File: src/rtl/eab_mem_seq_if.sv
// EAB select / memory port bundle between the address sequencer and the datapath.
interface eab_mem_seq_if;
    logic        sel_eab1;
    logic [1:0]  sel_eab2;
    logic [15:0] eab_out;
    logic [15:0] mem_addr;
    logic [15:0] mem_wdata;
    logic        mem_req;
    logic        mem_we;
    logic [15:0] mem_rdata;
    logic        mem_ready;

    // The sequencer drives selects and the request; the datapath returns sum and data.
    modport master (
        output sel_eab1, sel_eab2, mem_addr, mem_wdata, mem_req, mem_we,
        input  eab_out, mem_rdata, mem_ready
    );

    modport slave (
        input  sel_eab1, sel_eab2, mem_addr, mem_wdata, mem_req, mem_we,
        output eab_out, mem_rdata, mem_ready
    );
endinterface

File: src/rtl/eab_mem_seq.sv
// LC-3 address-generating instruction sequencer: LD/LDR/LDI/LEA/ST/STR/STI.
// Programs the EAB selects, captures the effective address, performs one or two
// memory accesses, and returns the write-back value with condition codes.
module eab_mem_seq (
    input  logic          clk,
    input  logic          reset,
    input  logic          start,
    input  logic [3:0]    opcode,
    input  logic [15:0]   sr_data,
    eab_mem_seq_if.master bus,
    output logic          busy,
    output logic          done,
    output logic          ld_reg,
    output logic [15:0]   reg_wdata,
    output logic [2:0]    cc_nzp,
    output logic          illegal
);

    typedef enum logic [2:0] {
        S_IDLE = 3'd0,
        S_EA   = 3'd1,
        S_MEM1 = 3'd2,
        S_MEM2 = 3'd3,
        S_FIN  = 3'd4
    } state_t;

    localparam logic [3:0] OP_LEA = 4'b1110;

    state_t      state_q, state_d;
    logic [3:0]  op_q, op_d;
    logic [15:0] wdata_q, wdata_d;
    logic [15:0] addr_q, addr_d;
    logic [15:0] reg_wdata_q, reg_wdata_d;
    logic [2:0]  cc_q, cc_d;
    logic        illegal_q, illegal_d;

    // Decoded properties of the latched opcode.
    // Bit 0 separates stores from loads; bits 3:2 pick direct/base/indirect.
    logic op_store, op_base, op_indirect;
    assign op_store    = op_q[0];
    assign op_base     = (op_q[3:2] == 2'b01);
    assign op_indirect = (op_q[3:2] == 2'b10);

    // Every supported opcode has bit 1 set; 1111 (TRAP) shares that pattern.
    function automatic logic is_legal(input logic [3:0] op);
        return op[1] && (op != 4'b1111);
    endfunction

    function automatic logic [2:0] nzp(input logic [15:0] v);
        return {v[15], (v == 16'h0000), (~v[15] && (v != 16'h0000))};
    endfunction

    // Next-state and datapath register updates.
    always_comb begin
        state_d     = state_q;
        op_d        = op_q;
        wdata_d     = wdata_q;
        addr_d      = addr_q;
        reg_wdata_d = reg_wdata_q;
        cc_d        = cc_q;
        illegal_d   = 1'b0;
        case (state_q)
            S_IDLE: begin
                if (start) begin
                    if (is_legal(opcode)) begin
                        op_d    = opcode;
                        wdata_d = sr_data;
                        state_d = S_EA;
                    end else begin
                        illegal_d = 1'b1;
                    end
                end
            end
            S_EA: begin
                addr_d = bus.eab_out;
                if (op_q == OP_LEA) begin
                    reg_wdata_d = bus.eab_out;
                    cc_d        = nzp(bus.eab_out);
                    state_d     = S_FIN;
                end else begin
                    state_d = S_MEM1;
                end
            end
            S_MEM1: begin
                if (bus.mem_ready) begin
                    if (op_indirect) begin
                        // Pointer fetch: the read data is the final address.
                        addr_d  = bus.mem_rdata;
                        state_d = S_MEM2;
                    end else begin
                        if (!op_store) begin
                            reg_wdata_d = bus.mem_rdata;
                            cc_d        = nzp(bus.mem_rdata);
                        end
                        state_d = S_FIN;
                    end
                end
            end
            S_MEM2: begin
                if (bus.mem_ready) begin
                    if (!op_store) begin
                        reg_wdata_d = bus.mem_rdata;
                        cc_d        = nzp(bus.mem_rdata);
                    end
                    state_d = S_FIN;
                end
            end
            S_FIN: begin
                state_d = S_IDLE;
            end
            default: begin
                state_d = S_IDLE;
            end
        endcase
    end

    // State and datapath registers; reset clears everything, including write-back.
    always_ff @(posedge clk) begin
        if (reset) begin
            state_q     <= S_IDLE;
            op_q        <= 4'h0;
            wdata_q     <= 16'h0000;
            addr_q      <= 16'h0000;
            reg_wdata_q <= 16'h0000;
            cc_q        <= 3'b000;
            illegal_q   <= 1'b0;
        end else begin
            state_q     <= state_d;
            op_q        <= op_d;
            wdata_q     <= wdata_d;
            addr_q      <= addr_d;
            reg_wdata_q <= reg_wdata_d;
            cc_q        <= cc_d;
            illegal_q   <= illegal_d;
        end
    end

    // Outputs decoded from registered state only; no input-to-output paths.
    always_comb begin
        busy          = (state_q != S_IDLE);
        done          = (state_q == S_FIN);
        ld_reg        = (state_q == S_FIN) && !op_store;
        reg_wdata     = reg_wdata_q;
        cc_nzp        = cc_q;
        illegal       = illegal_q;
        bus.sel_eab1  = busy && op_base;
        bus.sel_eab2  = busy ? (op_base ? 2'b01 : 2'b10) : 2'b00;
        bus.mem_addr  = addr_q;
        bus.mem_wdata = wdata_q;
        bus.mem_req   = (state_q == S_MEM1) || (state_q == S_MEM2);
        // STI reads its pointer first, so only its second access writes.
        bus.mem_we    = ((state_q == S_MEM1) && op_store && !op_indirect) ||
                        ((state_q == S_MEM2) && op_store);
    end

endmodule

File: src/flat_wrapper.sv
// flat-port wrapper written by rule: the top's interface ports become plain ports
module eab_mem_seq_flat 
  (clk, reset, start, opcode, sr_data, busy, done, ld_reg, reg_wdata, cc_nzp, illegal, bus_sel_eab1, bus_sel_eab2, bus_mem_addr, bus_mem_wdata, bus_mem_req, bus_mem_we, bus_eab_out, bus_mem_rdata, bus_mem_ready);
  eab_mem_seq_if bus_i ();
  input  logic clk;
  input  logic reset;
  input  logic start;
  input  logic [3:0] opcode;
  input  logic [15:0] sr_data;
  output logic busy;
  output logic done;
  output logic ld_reg;
  output logic [15:0] reg_wdata;
  output logic [2:0] cc_nzp;
  output logic illegal;
  output wire logic [$bits(bus_i.sel_eab1)-1:0] bus_sel_eab1;
  output wire logic [$bits(bus_i.sel_eab2)-1:0] bus_sel_eab2;
  output wire logic [$bits(bus_i.mem_addr)-1:0] bus_mem_addr;
  output wire logic [$bits(bus_i.mem_wdata)-1:0] bus_mem_wdata;
  output wire logic [$bits(bus_i.mem_req)-1:0] bus_mem_req;
  output wire logic [$bits(bus_i.mem_we)-1:0] bus_mem_we;
  input wire logic [$bits(bus_i.eab_out)-1:0] bus_eab_out;
  input wire logic [$bits(bus_i.mem_rdata)-1:0] bus_mem_rdata;
  input wire logic [$bits(bus_i.mem_ready)-1:0] bus_mem_ready;
  assign bus_sel_eab1 = bus_i.sel_eab1;
  assign bus_sel_eab2 = bus_i.sel_eab2;
  assign bus_mem_addr = bus_i.mem_addr;
  assign bus_mem_wdata = bus_i.mem_wdata;
  assign bus_mem_req = bus_i.mem_req;
  assign bus_mem_we = bus_i.mem_we;
  assign bus_i.eab_out = bus_eab_out;
  assign bus_i.mem_rdata = bus_mem_rdata;
  assign bus_i.mem_ready = bus_mem_ready;
  eab_mem_seq u_core (.clk(clk), .reset(reset), .start(start), .opcode(opcode), .sr_data(sr_data), .bus(bus_i), .busy(busy), .done(done), .ld_reg(ld_reg), .reg_wdata(reg_wdata), .cc_nzp(cc_nzp), .illegal(illegal));
endmodule
File: config.mk
export PLATFORM = sky130hd
export DESIGN_NAME = eab_mem_seq_flat
export DESIGN_NICKNAME = d
export VERILOG_FILES = /design/src/rtl/eab_mem_seq_if.sv /design/src/rtl/eab_mem_seq.sv /design/src/flat_wrapper.sv
export SDC_FILE = /design/constraint.sdc
export NUM_CORES = 1
export LEC_CHECK = 0
export BUFFER_PORTS_ARGS = -buffer_cell sky130_fd_sc_hd__buf_2
export CELL_PAD_IN_SITES_DETAIL_PLACEMENT = 1
export CELL_PAD_IN_SITES_GLOBAL_PLACEMENT = 2
export CORE_AREA = 2 2 106 108
export DETAILED_ROUTE_END_ITERATION = 10
export DIE_AREA = 0 0 108 110
export GPL_ROUTABILITY_DRIVEN = 0
export PLACE_DENSITY_LB_ADDON = 0.1
export SLEW_MARGIN = 10
export SYNTH_ARGS = -nofsm -noshare
export SYNTH_HDL_FRONTEND = slang
export SYNTH_SLANG_ARGS = --single-unit
File: constraint.sdc
create_clock -name clk -period 2 [get_ports clk]
set_input_delay 0.4 -clock clk [delete_from_list [all_inputs] [get_ports clk]]
set_output_delay 0.4 -clock clk [all_outputs]
set_load 0.05 [all_outputs]
==> reports/results.md <==
Cells and area
- 477 — nets@finish
- 43.4% — fraction of final layout cells with drive strength greater than 1
- 566 — number of non-filler instances in the completed layout
- 31.9% — Synth-to-Final Area Change
- 0 — antenna diode instance count

Clocking
- 9 — clock buffers created by TritonCTS
- built — clock tree from TritonCTS
- 3 — Clock H-tree levels
- 58 — TritonCTS sink count
- 2 — clock buffer depth
- clkbuf_8 — clock root cell
- 340 ps — later-pin clock latency in the skew report
- 70 ps — Reg clk slew, reported paths

Synthesis
- 0 — Synth warnings
- dfxtp_1 — leading area contributor after synthesis
- 0% — xor and xnor area share after synthesis
- compound AO/OA/AOI/OAI gates — combinational family with the most area after synthesis
- 313 — cell count after synthesis
- 18.7% — fraction of the mapped netlist area in compound gates
- 369 — total nets after synthesis
- 0% — Async SR Flop Fraction
- 58 — flops & latches, synth
- 9.37 sq um — average cell area after synthesis
- 2930 sq um — post-synthesis instance area
- 39.6% — portion of the post-synthesis area used by sequential elements
- dfxtp_1 (58), mux2i_1 (35), a211oi_1 (23) — most frequent cells after synthesis
- 36 — Unique masters post-synth
- dfxtp_1 (40%), mux2i_1 (12%), mux2_2 (6.1%), a211oi_1 (5.9%), a211oi_2 (4.3%) — top cells by area, synth
- 39.6% — fraction of post-synthesis cell area in the top cell type by area
- 18.1% — multiplexer area fraction after synthesis
- 14.5% — Synth Area in Simple Gates
- 0% — synthesized-area fraction occupied by adder cells
- 0 — Post-synth EDFFs
- dfxtp_1 — Post-synth top flop
- dfxtp_1 — most repeated cell in the gate-level netlist after synthesis

Critical path
- 22 — Max FO, Critical Path
- 1490 ps — arrival time reported for the critical path endpoint
- reg -> out — class of the most critical setup path
- flip-flops — family with the most delay on the worst path
- nor2b_4, buf_12, nand2_1, nor2_2, buf_4 — cells along the critical path
- output pin — capturing element type of the critical path
- 400 ps — largest stage delay on the critical path
- flip-flop — startpoint class of the critical path
- 1600 ps — required time of the critical path
- dfxtp_4 — CP max-delay cell
- 2 — total buffers and inverters traversed by the critical path

Detailed routing
- 0 — DRC violations left
- 4 — number of detailed-routing iterations run before antenna repair
- 16.4 um — routed wire length per instance
- 2741 — count of vias placed by the detailed router
- 56 — number of DRC violations after detailed-routing iteration 0
- 9270 um — post-detailed-routing wire length
- 4.84 — via count normalized by instance count
- 0 — post-route antenna net violation count

STA
- 8.64 ps — worst clock skew on the final layout
- 0 — final number of setup-violating endpoints
- 1890 ps — Final min period
- 0 — fin. max-slew vios
- 389 ps — worst slew pin tran
- no — setup repair after global routing missed its margin
- 94.5% — final cycle utilization of the critical path
- 0 — final number of hold-violating endpoints
- 0 ps — setup total negative slack
- 73.8% — tightest slew margin relative to the limit
- 529 MHz — Fmax achieved

Power
- 45.2% — fraction of power spent switching nets
- 1300 nW/um^2 — power density over the cells
- 47.3% — Logic pwr share
- 2.27 mW — power spent charging and discharging nets
- 0.000723 V — peak supply drop
- 21.7% — Clock Power Share
- 2.75 mW — Internal
- 31.0% — proportion of power drawn by flip-flops and latches
- 1.71 nW — static leakage

Floorplanning
- 108 um — die width
- 27.4% — effective utilization at floorplan
- 116 — total I/O pin count
- 110 um — Die Y
- 10700 sq um — total core area
- 11900 sq um — full die area
- 38 — Cell Rows

Global routing
- 0 — antenna violations before repair
- 14500 um — wire length of the first global-routing pass
- 16.0% — overall track demand over capacity in global routing
- 2766 — number of global-route vias before repair
- 59 — pin count of the biggest net entering global routing
- 0 — residual overflow from global routing

Place
- 6780 um — total half-perimeter wirelength after legalization and detailed placement
- 115 — number of I/O port buffers
- 550 — Placed Cells incl. Taps

Min path
- in -> reg — Hold WC Path Type

Outcome
- completed — status

Flow run
- 0 — Maximum Capacitance Violations

-- per-layer routing --
layer  track usage [%]  routed length [um]  up-vias
li1                  -                   -     1343
met1              20.4                4290     1305
met2              26.2                4290       80
met3              4.23                 536       13
met4              5.77                 158        0
met5                 0                   0        -
-- stage by stage --
stage | instance area (sq um) | setup slack (ps) | power, mW | utilization (%) | hold WS [ps]
after global placement | 3650 | 243 | 3.94 | 34.2 | 449
after CTS | 3850 | 39.2 | 5.09 | 36.0 | 236
final | 3870 | 110 | 5.01 | 36.2 | 260
after detailed placement | 3650 | 221 | 3.96 | 34.2 | 455
after floorplan | 2950 | 0.952 | 3.36 | - | 435
after global routing | 3870 | 6.94 | 5.34 | 36.2 | 255
-- worst register-to-register path: stages, from the launching register on --
cell and delay, ps:
dfxtp_1 420, nor3b_2 300, a21oi_1 160, buf_12 190
or3_1 360, a21oi_1 150
-- what timing repair did --
item	in CTS	in global routing
gates cloned	0	0
endpoints found under the setup margin	3	3
hold endpoints to repair	0	0
resized for setup	4	4
hold buffers	0	0
setup buffers	0	0
pin swaps	0	0
-- power groups by stage --
stage | Clock [mW] | Sequential [mW] | Combinational [mW]
global placement | 0 | 1.57 | 2.36
detailed placement | 0 | 1.57 | 2.39
floorplan | 0 | 2.17 | 1.19
global route | 1.20 | 1.59 | 2.54
CTS | 1.14 | 1.55 | 2.40
finish | 1.09 | 1.56 | 2.37
-- registers in the layout (all words and copies together), names as in the netlist --
signal,count
u_core.reg_wdata,15
u_core.state_q,3
u_core.op_q,4
u_core.illegal,1
u_core.cc_nzp,3
u_core.bus.mem_wdata,16
u_core.bus.mem_addr,16
-- placed cells by master (no fill, tap or decap), drive strengths merged --
master,instances
and3,1
nor2b,3
a21o,1
nor3b,2
inv,22
o21ai,19
a221oi,4
nor4,11
nor2,22
bufinv,1
clkinv,4
and2,2
a211oi,33
clkbuf,12
and4,1
mux2i,35
and2b,1
nand3,2
nand2b,1
or2,2
or3b,1
or3,16
nand2,3
a21oi,22
mux2,16
and4b,2
buf,126
dfxtp,58
nand4,2
nor3,1
-- final timing paths --
| check | from | to | slack [ps] | depth (start not counted) |
|---|---|---|---|---|
| max | u_core.state_q[1] | bus_mem_we | 110 | 5 |
| min | opcode[1] | u_core.illegal | 260 | 2 |
| max reg2reg | u_core.op_q[3] | u_core.bus.mem_addr[8] | 350 | 5 |
| min reg2reg | u_core.reg_wdata[8] | u_core.reg_wdata[8] | 460 | 2 |
-- layout make-up --
cell class | count | area, sq um
inverters | 22 | 82.6
multi-input cells | 203 | 1520
clock buffers | 11 | 141
well taps | 140 | 175
fillers | 1288 | 6830
repair buffers | 127 | 721
clock inverters | 5 | 53.8
flip-flops and latches | 58 | 1170
-- cell families (layout without fill, tap and decap cells) --
| logic type | count (synthesis) | count (layout) |
|---|---|---|
| buf+inv | 52 | 165 |
| flops | 58 | 58 |
| compound gates | 79 | 79 |
| simple gates | 73 | 73 |
| mux | 51 | 51 |
Note: power is estimated with default switching activity, not from simulation.
